File: config.mk
export PLATFORM = sky130hd
export DESIGN_NAME = mfp_ahb_arbiter
export DESIGN_NICKNAME = d
export VERILOG_FILES = /design/src/rtl/mfp_ahb_arbiter.sv
export SDC_FILE = /design/constraint.sdc
export NUM_CORES = 1
export LEC_CHECK = 0
export ABC_AREA = 1
export CELL_PAD_IN_SITES_DETAIL_PLACEMENT = 0
export CELL_PAD_IN_SITES_GLOBAL_PLACEMENT = 2
export CORE_UTILIZATION = 22
export CTS_BUF_LIST = sky130_fd_sc_hd__clkbuf_16
export CTS_CLUSTER_DIAMETER = 80
export DETAILED_ROUTE_END_ITERATION = 7
export PLACE_DENSITY = 0.83
export SLEW_MARGIN = 5
export SYNTH_ARGS = -nofsm -noshare
export SYNTH_HDL_FRONTEND = slang
export SYNTH_SLANG_ARGS = --single-unit
File: constraint.sdc
create_clock -name HCLK -period 4.55 [get_ports HCLK]
set_input_delay 0.91 -clock HCLK [delete_from_list [all_inputs] [get_ports HCLK]]
set_output_delay 0.91 -clock HCLK [all_outputs]
set_load 0.1 [all_outputs]
File: src/rtl/mfp_ahb_arbiter.sv
// ---------------------------------------------------------------------------
// mfp_ahb_arbiter
//
// Two-master AHB-lite arbiter that sits in front of mfp_ahb. It lets a second
// bus master (DMA engine or debug loader) share the slave fabric with the
// MIPS core. Each master port has a one-entry address-phase holding register.
// A master that loses arbitration has its address phase parked there and is
// stalled through its own HREADY, in the same way as an AHB multilayer input
// stage. Grant is round-robin, with a bounded hold for SEQ bursts.
//
// Parameters:
//   HOLD_MAX      - consecutive accepted SEQ transfers an owner may keep the
//                   grant while the other master waits (1..15)
//
// Ports:
//   HCLK, HRESET  - bus clock, asynchronous active-high reset
//   *_M0 / *_M1   - master-side address phase, write data, ready, response
//   HRDATA_M      - read data returned to both masters
//   HADDR..HWDATA - slave-side address phase and write data (to mfp_ahb)
//   HRDATA, HREADY, HRESP - slave-side response (from mfp_ahb)
//   GRANT         - current address-phase owner (debug only)
//
// Optional feature:
//   MFP_AHB_ARB_LOCK_EN - when defined, a transfer accepted with HMASTLOCK=1
//                   pins the grant to its master until that master drops the
//                   lock. When undefined, HMASTLOCK is only forwarded.
// ---------------------------------------------------------------------------
module mfp_ahb_arbiter #(
    parameter int HOLD_MAX = 4
) (
    input  logic        HCLK,
    input  logic        HRESET,

    input  logic [31:0] HADDR_M0,
    input  logic [1:0]  HTRANS_M0,
    input  logic        HWRITE_M0,
    input  logic [2:0]  HSIZE_M0,
    input  logic [2:0]  HBURST_M0,
    input  logic [3:0]  HPROT_M0,
    input  logic        HMASTLOCK_M0,
    input  logic [31:0] HWDATA_M0,
    output logic        HREADY_M0,
    output logic        HRESP_M0,

    input  logic [31:0] HADDR_M1,
    input  logic [1:0]  HTRANS_M1,
    input  logic        HWRITE_M1,
    input  logic [2:0]  HSIZE_M1,
    input  logic [2:0]  HBURST_M1,
    input  logic [3:0]  HPROT_M1,
    input  logic        HMASTLOCK_M1,
    input  logic [31:0] HWDATA_M1,
    output logic        HREADY_M1,
    output logic        HRESP_M1,

    output logic [31:0] HRDATA_M,

    output logic [31:0] HADDR,
    output logic [1:0]  HTRANS,
    output logic        HWRITE,
    output logic [2:0]  HSIZE,
    output logic [2:0]  HBURST,
    output logic [3:0]  HPROT,
    output logic        HMASTLOCK,
    output logic [31:0] HWDATA,
    input  logic [31:0] HRDATA,
    input  logic        HREADY,
    input  logic        HRESP,

    output logic        GRANT
);

    localparam logic [1:0] HTRANS_IDLE = 2'b00;
    localparam logic [1:0] HTRANS_SEQ  = 2'b11;
    localparam logic [3:0] HOLD_LIMIT  = 4'(HOLD_MAX);

    // Live master address phases, gathered into arrays indexed by master
    logic [31:0] live_addr  [2];
    logic [1:0]  live_trans [2];
    logic        live_write [2];
    logic [2:0]  live_size  [2];
    logic [2:0]  live_burst [2];
    logic [3:0]  live_prot  [2];
    logic        live_lock  [2];

    // One-entry holding registers
    logic        pend_valid [2];
    logic [31:0] pend_addr  [2];
    logic [1:0]  pend_trans [2];
    logic        pend_write [2];
    logic [2:0]  pend_size  [2];
    logic [2:0]  pend_burst [2];
    logic [3:0]  pend_prot  [2];
    logic        pend_lock  [2];

    // Per-master request source: the holding register wins over live inputs
    logic [31:0] src_addr  [2];
    logic [1:0]  src_trans [2];
    logic        src_write [2];
    logic [2:0]  src_size  [2];
    logic [2:0]  src_burst [2];
    logic [3:0]  src_prot  [2];
    logic        src_lock  [2];

    logic [1:0]  hready_m;
    logic [1:0]  live_req;
    logic [1:0]  req;

    logic        grant_q;
    logic        grant;
    logic        arb_pick;
    logic        accept;
    logic        last;
    logic [3:0]  hold_cnt;
    logic        dvalid;
    logic        downer;

    assign live_addr[0]  = HADDR_M0;
    assign live_addr[1]  = HADDR_M1;
    assign live_trans[0] = HTRANS_M0;
    assign live_trans[1] = HTRANS_M1;
    assign live_write[0] = HWRITE_M0;
    assign live_write[1] = HWRITE_M1;
    assign live_size[0]  = HSIZE_M0;
    assign live_size[1]  = HSIZE_M1;
    assign live_burst[0] = HBURST_M0;
    assign live_burst[1] = HBURST_M1;
    assign live_prot[0]  = HPROT_M0;
    assign live_prot[1]  = HPROT_M1;
    assign live_lock[0]  = HMASTLOCK_M0;
    assign live_lock[1]  = HMASTLOCK_M1;

    // Per-master ready, request and source selection. A master in its data
    // phase follows the slave's HREADY. Any other master is stalled only
    // while it has a parked address. A live address counts as a request only
    // while that master's own HREADY is high, which guarantees that a parked
    // master never has a second transfer captured.
    always_comb begin
        for (int i = 0; i < 2; i++) begin
            src_addr[i]  = pend_valid[i] ? pend_addr[i]  : live_addr[i];
            src_trans[i] = pend_valid[i] ? pend_trans[i] : live_trans[i];
            src_write[i] = pend_valid[i] ? pend_write[i] : live_write[i];
            src_size[i]  = pend_valid[i] ? pend_size[i]  : live_size[i];
            src_burst[i] = pend_valid[i] ? pend_burst[i] : live_burst[i];
            src_prot[i]  = pend_valid[i] ? pend_prot[i]  : live_prot[i];
            src_lock[i]  = pend_valid[i] ? pend_lock[i]  : live_lock[i];
            hready_m[i]  = (dvalid && downer == 1'(i)) ? HREADY : !pend_valid[i];
            live_req[i]  = hready_m[i] && live_trans[i][1];
            req[i]       = pend_valid[i] || live_req[i];
        end
    end

    // Round-robin choice. A sole requester wins. On a tie, an owner in the
    // middle of a SEQ burst keeps the bus until it has used up its hold
    // budget; otherwise the master that was not accepted last goes next.
    always_comb begin
        arb_pick = grant_q;
        case (req)
            2'b01:   arb_pick = 1'b0;
            2'b10:   arb_pick = 1'b1;
            2'b11: begin
                if (src_trans[grant_q] == HTRANS_SEQ && hold_cnt < HOLD_LIMIT)
                    arb_pick = grant_q;
                else
                    arb_pick = ~last;
            end
            default: arb_pick = grant_q;
        endcase
    end

`ifdef MFP_AHB_ARB_LOCK_EN
    logic lock_q;
    logic lock_owner;

    // Locked-sequence tracking. An accepted transfer copies its HMASTLOCK
    // into lock_q. An owner that goes idle with the lock dropped also
    // releases the bus, so a locked sequence can end on an IDLE cycle.
    always_ff @(posedge HCLK or posedge HRESET) begin
        if (HRESET) begin
            lock_q     <= 1'b0;
            lock_owner <= 1'b0;
        end else if (accept) begin
            lock_q     <= src_lock[grant];
            lock_owner <= grant;
        end else if (HREADY && lock_q && !req[lock_owner] && !live_lock[lock_owner]) begin
            lock_q     <= 1'b0;
        end
    end

    assign grant = !HREADY ? grant_q : (lock_q ? lock_owner : arb_pick);
`else
    assign grant = HREADY ? arb_pick : grant_q;
`endif

    assign accept = HREADY && req[grant];

    // Grant, data-phase and hold bookkeeping. The grant only moves while the
    // slave is ready, so the slave-side address phase stays stable through
    // wait states. hold_cnt counts SEQ beats accepted back-to-back from the
    // same master and restarts on NONSEQ or on a hand-over.
    always_ff @(posedge HCLK or posedge HRESET) begin
        if (HRESET) begin
            grant_q  <= 1'b0;
            last     <= 1'b1;
            hold_cnt <= 4'd0;
            dvalid   <= 1'b0;
            downer   <= 1'b0;
        end else begin
            if (HREADY) begin
                grant_q <= grant;
                dvalid  <= accept;
                if (accept)
                    downer <= grant;
            end
            if (accept) begin
                last <= grant;
                if (grant != last || src_trans[grant] != HTRANS_SEQ)
                    hold_cnt <= 4'd0;
                else if (hold_cnt != 4'hF)
                    hold_cnt <= hold_cnt + 4'd1;
            end
        end
    end

    // Holding registers. A live request that is not accepted in its cycle is
    // parked here. The master saw HREADY high, so from its point of view the
    // address phase is already complete. The entry empties when accepted.
    always_ff @(posedge HCLK or posedge HRESET) begin
        if (HRESET) begin
            for (int i = 0; i < 2; i++) begin
                pend_valid[i] <= 1'b0;
                pend_addr[i]  <= '0;
                pend_trans[i] <= HTRANS_IDLE;
                pend_write[i] <= 1'b0;
                pend_size[i]  <= '0;
                pend_burst[i] <= '0;
                pend_prot[i]  <= '0;
                pend_lock[i]  <= 1'b0;
            end
        end else begin
            for (int i = 0; i < 2; i++) begin
                if (accept && grant == 1'(i)) begin
                    pend_valid[i] <= 1'b0;
                end else if (live_req[i] && !pend_valid[i]) begin
                    pend_valid[i] <= 1'b1;
                    pend_addr[i]  <= live_addr[i];
                    pend_trans[i] <= live_trans[i];
                    pend_write[i] <= live_write[i];
                    pend_size[i]  <= live_size[i];
                    pend_burst[i] <= live_burst[i];
                    pend_prot[i]  <= live_prot[i];
                    pend_lock[i]  <= live_lock[i];
                end
            end
        end
    end

    // Slave side follows the granted master. HTRANS is IDLE when that master
    // has nothing to offer.
    assign HADDR     = src_addr[grant];
    assign HTRANS    = req[grant] ? src_trans[grant] : HTRANS_IDLE;
    assign HWRITE    = src_write[grant];
    assign HSIZE     = src_size[grant];
    assign HBURST    = src_burst[grant];
    assign HPROT     = src_prot[grant];
    assign HMASTLOCK = src_lock[grant];
    assign HWDATA    = downer ? HWDATA_M1 : HWDATA_M0;
    assign GRANT     = grant;

    assign HREADY_M0 = hready_m[0];
    assign HREADY_M1 = hready_m[1];
    assign HRESP_M0  = (dvalid && downer == 1'b0) ? HRESP : 1'b0;
    assign HRESP_M1  = (dvalid && downer == 1'b1) ? HRESP : 1'b0;
    assign HRDATA_M  = HRDATA;

endmodule

==> results.py, run 1 <==
metrics = {
    "run_status": {
        "status": "finished, final reports clean",
    },
    "drt": {
        "ant_nets": 0,
        "routed_via_density": 4.49,
        "num_vias": 6357,
        "drt_iter0_drc": 427,
        "wl_per_cell_um": 16.0,
        "wl_mm": 22.7,
        "drc": 0,
        "first_pass_iters": 5,
    },
    "clock_tree": {
        "insertion_delay_ns": 0.36,
        "clk_path_buf_depth": 2,
        "hold_buffers": 0,
        "cts_sinks": 102,
        "numCtsBuffers": 9,
        "cts_repair_resize_count": 0,
        "htreeDepth": 3,
        "tritoncts": "yes",
        "post_cts_buffers": 0,
        "clkTransAtPathRegs_ns": 0.08,
        "clockRootBuffer": "clkbuf_16",
    },
    "synthesis": {
        "synth-edff-count": 0,
        "synth_area_leader_cell": "dfrtp_1",
        "ys_top_cells_by_area": "dfrtp_1 (40%), nand2_1 (18%), nand3_1 (8.1%)",
        "syn_avg_cell_area_um2": 7.58,
        "synth_warnings": 0,
        "synthArstFlopShare_pct": 100,
        "syn_nets": 1036,
        "netlist.area_leader.share_pct": 39.5,
        "synth.distinct_cells": 29,
        "synth_common_cells": "nand2_1 (314), nand3_1 (104), dfrtp_1 (101)",
        "synth.most_common_cell": "nand2_1",
        "ys_seq_area_share_pct": 40.0,
        "netlist_area_um2": 6390,
        "synth_top_flop_cell": "dfrtp_1",
        "synth_cells": 843,
        "ys_seq_elements": 102,
    },
    "placement": {
        "port_buffers": 242,
        "gp_congestion": 0.764,
        "placed_area_um2": 9330,
        "dp.cells": 1398,
        "dp_slack_ns": 0.410,
        "hpwlAfterDp_mm": 16.1,
    },
    "timing": {
        "post-route-period-util_pct": 90.9,
        "tightest_slew_ns": 0.959,
        "rsz0062_at_grt": "no",
        "slew_headroom_pct": 36.0,
        "slew_violations": 0,
        "max_freq_mhz": 242,
        "hold_viol_final": 0,
        "fin_crit_ns": 4.14,
        "worst_slack_ns": 0.413,
        "skew_ns": 0.0213,
        "setup_viol_count_final": 0,
        "setup_tns_ns": 0,
    },
    "global_route": {
        "grt_usage_pct": 15.8,
        "grt_max_degree": 69,
        "grt_antenna_before_repair": 1,
        "overflow": 0,
        "grt_pass1_wl_mm": 35.8,
        "grt_pass1_vias": 6381,
    },
    "layout": {
        "area_growth_pct": 50.6,
        "stdcell_area_um2": 9630,
        "drive_gt1_share_pct": 18.0,
        "fin_nets": 1218,
        "stdcell_count": 1416,
    },
    "die": {
        "start_util_pct": 22.3,
        "num_rows": 62,
        "io_pins": 307,
        "die_w_um": 172,
        "die_h_um": 172,
        "core_um2": 28600,
        "dieArea_um2": 29700,
    },
    "critical_path": {
        "crit_type": "in2out",
        "required_ns": 3.64,
        "worstPathArrival_ns": 3.23,
        "crit_fanout": 34,
        "cp_slowest_cell": "clkdlybuf4s50_1",
        "cpPeakStageDelay_ns": 0.45,
        "critPathCaptureType": "output port",
        "start_kind": "input pin",
        "worstPathCellList": "clkdlybuf4s50_1, inv_2, nand3_2, a21oi_2, a21oi_1, nand2_1, nand2_4, nand2_4, buf_12, o211ai_1, o21ai_0, buf_12",
    },
    "min_path": {
        "hold_class": "reg2reg",
    },
    "run": {
        "drv_cap": 0,
    },
}
-- logic make-up after synthesis --
logic type / synth area share (%)
flip-flops: 40.0
multiplexers: 6.89
XOR/XNOR: 0.274
AO/OA/AOI/OAI: 9.83
buffers and inverters: 9.75
AND/OR/NAND/NOR: 33.1
adder cells (fa/ha/maj): 0.196
-- metal layers --
metal  global-route usage (%)  part of all wire [%]  up-vias
li1                         -                     -     3109
met1                     20.5                    45     3016
met2                     26.8                    48      219
met3                     2.77                   5.8       13
met4                     4.50                  0.92        0
met5                        0                     0        -
-- through the flow --
| step | util (%) | hold WS (ns) |
|---|---|---|
| 6_report | 33.6 | 0.466 |
| 5_1_grt | 33.6 | 0.485 |
| 3_5_place_dp | 32.6 | 0.451 |
| 3_3_place_gp | 32.6 | 0.446 |
| 2_1_floorplan | - | 0.434 |
| 4_1_cts | 33.6 | 0.470 |
-- flip-flops by register name, indices dropped and copies added (netlist names) --
signal	cells
pend_burst	6
dvalid	1
pend_trans	4
pend_prot	8
pend_addr	64
pend_lock	2
downer	1
last	1
pend_write	2
pend_size	6
hold_cnt	4
pend_valid	2
grant_q	1
-- area by class of cell --
class / instances / area, µm²
clock buffer: 9 / 225
timing repair buffer: 262 / 2980
multi-input combinational: 630 / 3240
antenna: 2 / 5.00
tap: 384 / 480
inverter: 20 / 77.6
sequential: 102 / 2560
fill: 2985 / 19000
clock inverter: 7 / 66.3
-- cells in the final DEF (no fill, tap or decap), drive strengths merged --
cell	n
clkbuf	9
nand4	4
inv	25
ha	1
o21ai	47
clkdlybuf4s50	159
nand3	106
o211ai	45
o21bai	1
nor2	7
or2	44
xor2	2
mux2i	44
nand3b	1
dfstp	1
nand2	320
clkinv	2
dfrtp	101
a21oi	6
diode	2
a31oi	1
buf	103
nor3	1
-- worst paths after layout --
| path | startpoint | endpoint | slack (ns) | cells after the start |
|---|---|---|---|---|
| hold / removal | pend_addr[60] | pend_addr[60] | 0.47 | 2 |
| setup reg to reg | pend_valid[1] | pend_addr[57] | 1.65 | 15 |
| setup / recovery | HREADY | HADDR[0] | 0.41 | 12 |
| hold reg to reg | pend_addr[60] | pend_addr[60] | 0.47 | 2 |
| max in group asynchronous | HRESET | pend_addr[26] | 2.61 | 3 |
| min in group asynchronous | HRESET | pend_addr[60] | 1.09 | 2 |
-- critical path, delay by kind of cell --
family	cells	cell delay [ns]
buffers and inverters	4	1.09
AO/OA/AOI/OAI	4	0.65
AND/OR/NAND/NOR	4	0.56
Power of run 1 is not shown: default switching activity piles up to over one toggle a cycle in this logic, so the estimate is an artifact.
==> inputs of run 2 (changes only) <==
--- a/config.mk
+++ b/config.mk
@@ -13,6 +13,7 @@
 export CTS_CLUSTER_DIAMETER = 80
 export DETAILED_ROUTE_END_ITERATION = 7
 export PLACE_DENSITY = 0.83
+export REMOVE_ABC_BUFFERS = 1
 export SLEW_MARGIN = 5
 export SYNTH_ARGS = -nofsm -noshare
 export SYNTH_HDL_FRONTEND = slang
==> results.py, run 2 (synthesis gave the netlist of run 1 again) <==
metrics = {
    "layout": {
        "seq_area_um2": 2560,
        "layout_common_cells": "nand2_1 (313), clkdlybuf4s50_1 (159), nand3_1 (104)",
        "multi_input_area_um2": 3240,
        "fill_cells": 2987,
        "largest_reg_flops": 64,
        "largest_registers": "pend_addr: 64 flops, pend_prot: 8 flops",
        "diodes": 0,
        "top_register": "pend_addr",
        "final_common_cell": "nand2_1",
        "area_growth_pct": 50.0,
        "fin_nets": 1213,
        "drive_gt1_share_pct": 17.7,
    },
    "global_route": {
        "grt_antenna_before_repair": 2,
        "grt_pass1_vias": 6157,
        "grt_max_degree": 61,
        "grt_pass1_wl_mm": 35.5,
        "grt_usage_pct": 15.8,
        "overflow": 0,
    },
    "critical_path": {
        "required_ns": 3.64,
        "crit_type": "in2out",
        "start_kind": "input pin",
        "crit_fanout": 55,
        "reg2reg_slack_ns": 1.60,
        "critPathCaptureType": "output port",
        "worstPathArrival_ns": 3.14,
    },
    "die": {
        "die_w_um": 172,
        "die_h_um": 172,
        "start_util_pct": 22.3,
        "dieArea_um2": 29700,
        "core_um2": 28600,
        "io_pins": 307,
        "num_rows": 62,
    },
    "drt": {
        "wl_per_cell_um": 16.8,
        "drt_iter0_drc": 249,
        "routed_via_density": 4.51,
        "num_vias": 6360,
        "ant_nets": 0,
        "first_pass_iters": 4,
        "wl_mm": 23.7,
        "drc": 0,
    },
    "placement": {
        "gp_congestion": 0.765,
        "port_buffers": 242,
        "dp_slack_ns": 0.531,
        "hpwlAfterDp_mm": 16.3,
    },
    "clock_tree": {
        "htreeDepth": 3,
        "clockRootBuffer": "clkbuf_16",
        "insertion_delay_ns": 0.36,
        "hold_buffers": 0,
        "tritoncts": "yes",
        "clkTransAtPathRegs_ns": 0.07,
        "post_cts_buffers": 0,
        "numCtsBuffers": 9,
        "cts_sinks": 102,
        "clk_path_buf_depth": 2,
        "cts_repair_resize_count": 0,
    },
    "timing": {
        "hold_viol_final": 0,
        "setup_viol_count_final": 0,
        "slew_violations": 0,
        "slew_headroom_pct": 37.3,
        "post-route-period-util_pct": 88.9,
        "tightest_slew_ns": 0.939,
        "skew_ns": 0.0182,
        "worst_slack_ns": 0.505,
        "fin_crit_ns": 4.05,
        "rsz0062_at_grt": "no",
        "max_freq_mhz": 247,
    },
    "run_status": {
        "status": "finished, final reports clean",
    },
    "min_path": {
        "hold_class": "reg2reg",
    },
    "run": {
        "drv_cap": 0,
    },
}
[run 2: changes by cell type in the layout (fill, tap and decap cells not counted), sizes merged]
cell / delta
inv: -3
diode: -2
buf: -5
clkinv: +1
clkinvlp: +2
[run 2: final cells by class]
type / count / area share, %
Multi-Input combinational cell: 630 / 33.8
Timing Repair Buffer: 257 / 30.8
Sequential cell: 102 / 26.7
Tap cell: 384 / 5.01
Clock buffer: 9 / 2.35
Inverter: 20 / 0.809
Clock inverter: 7 / 0.587
[run 2: worst paths after layout]
path / start / end / cells after the start
min in group asynchronous: HRESET / pend_addr[25] / 2
worst min-delay path: pend_burst[5] / pend_burst[5] / 2
worst max register to register: pend_valid[0] / pend_addr[16] / 15
worst max-delay path: HREADY / HADDR[8] / 12
max in group asynchronous: HRESET / pend_burst[0] / 3
worst min register to register: pend_burst[5] / pend_burst[5] / 2
[run 2: worst max-delay path, stage by stage]
cell and delay, ns:
clkdlybuf4s50_1 0.46, inv_2 0.18, nand3_2 0.12, a21oi_2 0.26
a21oi_1 0.08, nand2_1 0.10, nand2_4 0.09, nand2_4 0.09
buf_12 0.23, o211ai_1 0.17, o21ai_0 0.18, buf_12 0.22
[run 2: metrics by stage]
| stage | hold WS [ns] | instances | utilization (%) | instance area [µm²] | TNS [ns] |
|---|---|---|---|---|---|
| detailed placement | 0.451 | 1393 | 32.5 | 9310 | 0 |
| global placement | 0.446 | 1393 | 32.5 | 9310 | 0 |
| global route | 0.488 | 1409 | 33.5 | 9590 | 0 |
| floorplan | 0.434 | 752 | - | 5840 | -132.26 |
| CTS | 0.469 | 1409 | 33.5 | 9590 | 0 |
| finish | 0.468 | 1409 | 33.5 | 9590 | 0 |
[run 2: layer usage]
| layer | wire, µm | vias up | track usage (%) |
|---|---|---|---|
| li1 | - | 3102 | - |
| met1 | 10300 | 2959 | 19.8 |
| met2 | 10900 | 282 | 26.1 |
| met3 | 2390 | 13 | 5.26 |
| met4 | 121 | 4 | 3.00 |
| met5 | 24 | - | 1.39 |
Power of run 2 is left out for the same reason.
==> inputs of run 3 (changes only) <==
--- a/config.mk
+++ b/config.mk
@@ -8,6 +8,7 @@
 export ABC_AREA = 1
 export CELL_PAD_IN_SITES_DETAIL_PLACEMENT = 0
 export CELL_PAD_IN_SITES_GLOBAL_PLACEMENT = 2
+export CORE_MARGIN = 8
 export CORE_UTILIZATION = 22
 export CTS_BUF_LIST = sky130_fd_sc_hd__clkbuf_16
 export CTS_CLUSTER_DIAMETER = 80
==> results.py, run 3 (synthesis gave the netlist of run 1 again) <==
metrics = {
    "critical_path": {
        "critPathCapture": "HADDR[7]",
        "reg2reg_slack_ns": 1.31,
        "crit_fanout": 39,
        "start_kind": "input pin",
        "critPathCaptureType": "output port",
        "ff2ff_path_depth": 12,
        "worstPathArrival_ns": 3.21,
        "reg2reg_from": "pend_valid[1]",
        "crit_type": "in2out",
        "crit_start": "HREADY",
        "timing.rr.end": "pend_size[2]",
        "required_ns": 3.64,
    },
    "die": {
        "start_util_pct": 22.3,
        "dieArea_um2": 34800,
        "core_um2": 28600,
        "num_rows": 62,
        "io_pins": 307,
        "die_h_um": 186,
        "die_w_um": 186,
    },
    "timing": {
        "max_freq_mhz": 243,
        "slew_violations": 0,
        "tightest_slew_ns": 0.983,
        "fin_crit_ns": 4.12,
        "rsz0062_at_grt": "no",
        "slew_headroom_pct": 34.4,
        "skew_ns": 0.0110,
        "post-route-period-util_pct": 90.6,
        "worst_slack_ns": 0.427,
        "setup_viol_count_final": 0,
        "holdWs_ns": 0.465,
        "hold_viol_final": 0,
    },
    "clock_tree": {
        "htreeDepth": 3,
        "clkTransAtPathRegs_ns": 0.07,
        "clk_path_buf_depth": 2,
        "hold_buffers": 0,
        "clockRootBuffer": "clkbuf_16",
        "tritoncts": "yes",
        "cts_sinks": 102,
        "post_cts_buffers": 0,
        "cts_repair_resize_count": 0,
        "numCtsBuffers": 9,
        "insertion_delay_ns": 0.36,
    },
    "drt": {
        "first_pass_iters": 4,
        "num_vias": 6426,
        "wl_per_cell_um": 18.1,
        "ant_nets": 0,
        "drc": 0,
        "wl_mm": 25.5,
        "drt_iter0_drc": 443,
        "routed_via_density": 4.57,
    },
    "global_route": {
        "grt_pass1_wl_mm": 40.2,
        "grt_max_degree": 71,
        "overflow": 0,
        "grt_antenna_before_repair": 1,
        "grt_pass1_vias": 6582,
        "grt_usage_pct": 14.4,
    },
    "layout": {
        "fill_cells": 2970,
        "stdcell_area_um2": 9550,
        "diodes": 0,
        "largest_reg_flops": 64,
        "top_register": "pend_addr",
        "fin_nets": 1211,
        "largest_registers": "pend_addr: 64 flops, pend_prot: 8 flops",
        "layout_common_cells": "nand2_1 (313), clkdlybuf4s50_1 (159), nand3_1 (104)",
        "final_common_cell": "nand2_1",
        "area_growth_pct": 49.4,
        "drive_gt1_share_pct": 17.6,
    },
    "min_path": {
        "hold_depth": 2,
        "hold_class": "reg2reg",
    },
    "run": {
        "drv_cap": 0,
    },
    "placement": {
        "port_buffers": 242,
        "dp_slack_ns": 0.423,
        "gp_congestion": 0.776,
        "placed_area_um2": 9270,
        "hpwlAfterDp_mm": 17.6,
    },
    "run_status": {
        "status": "finished, final reports clean",
    },
}
## run 3: cell types whose count changed in the layout (fill, tap and decap cells not counted)
cell	previous run	this run
inv_6	1	2
buf_12	50	48
clkinv_2	0	1
clkinv_1	1	0
clkinv_4	2	1
## run 3: cell type report
class | count | area, µm² | share of cell area, %
Timing Repair Buffer | 255 | 2910 | 30.5
Multi-Input combinational cell | 630 | 3240 | 33.9
Clock buffer | 9 | 225 | 2.36
Tap cell | 384 | 480 | 5.03
Inverter | 20 | 77.6 | 0.812
Sequential cell | 102 | 2560 | 26.8
Clock inverter | 7 | 57.6 | 0.603
## run 3: per-layer routing
| metal | GRT usage [%] | wire length, µm | up-vias |
|---|---|---|---|
| li1 | - | - | 3100 |
| met1 | 19.3 | 11900 | 3037 |
| met2 | 22.1 | 11300 | 272 |
| met3 | 4.77 | 2070 | 15 |
| met4 | 3.33 | 269 | 2 |
| met5 | 0.142 | 13 | - |
## run 3: stage by stage
| step | utilization (%) | TNS (ns) | cells |
|---|---|---|---|
| 2_1_floorplan | - | -132.26 | 752 |
| 3_3_place_gp | 32.4 | 0 | 1391 |
| 3_5_place_dp | 32.4 | 0 | 1391 |
| 4_1_cts | 33.4 | 0 | 1407 |
| 5_1_grt | 33.4 | 0 | 1407 |
| 6_report | 33.4 | 0 | 1407 |
## run 3: worst min path at each step
stage | start | to | slack, ns
floorplan | pend_addr[32] | pend_addr[32] | 0.43
CTS | pend_addr[48] | pend_addr[48] | 0.47
finish | pend_addr[48] | pend_addr[48] | 0.47
global placement | pend_size[3] | pend_size[3] | 0.45
detailed placement | pend_addr[57] | pend_addr[57] | 0.45
global route | pend_addr[28] | pend_addr[28] | 0.49
## run 3: worst max-delay path, stage by stage
cell and delay [ns]:
clkdlybuf4s50_1 0.46, inv_2 0.18, nand3_2 0.12, a21oi_2 0.24, a21oi_1 0.06, nand2_1 0.10, nand2_4 0.09, nand2_4 0.21
buf_12 0.23, o211ai_1 0.12, o21ai_0 0.20, buf_12 0.23
Power of run 3 is left out for the same reason.
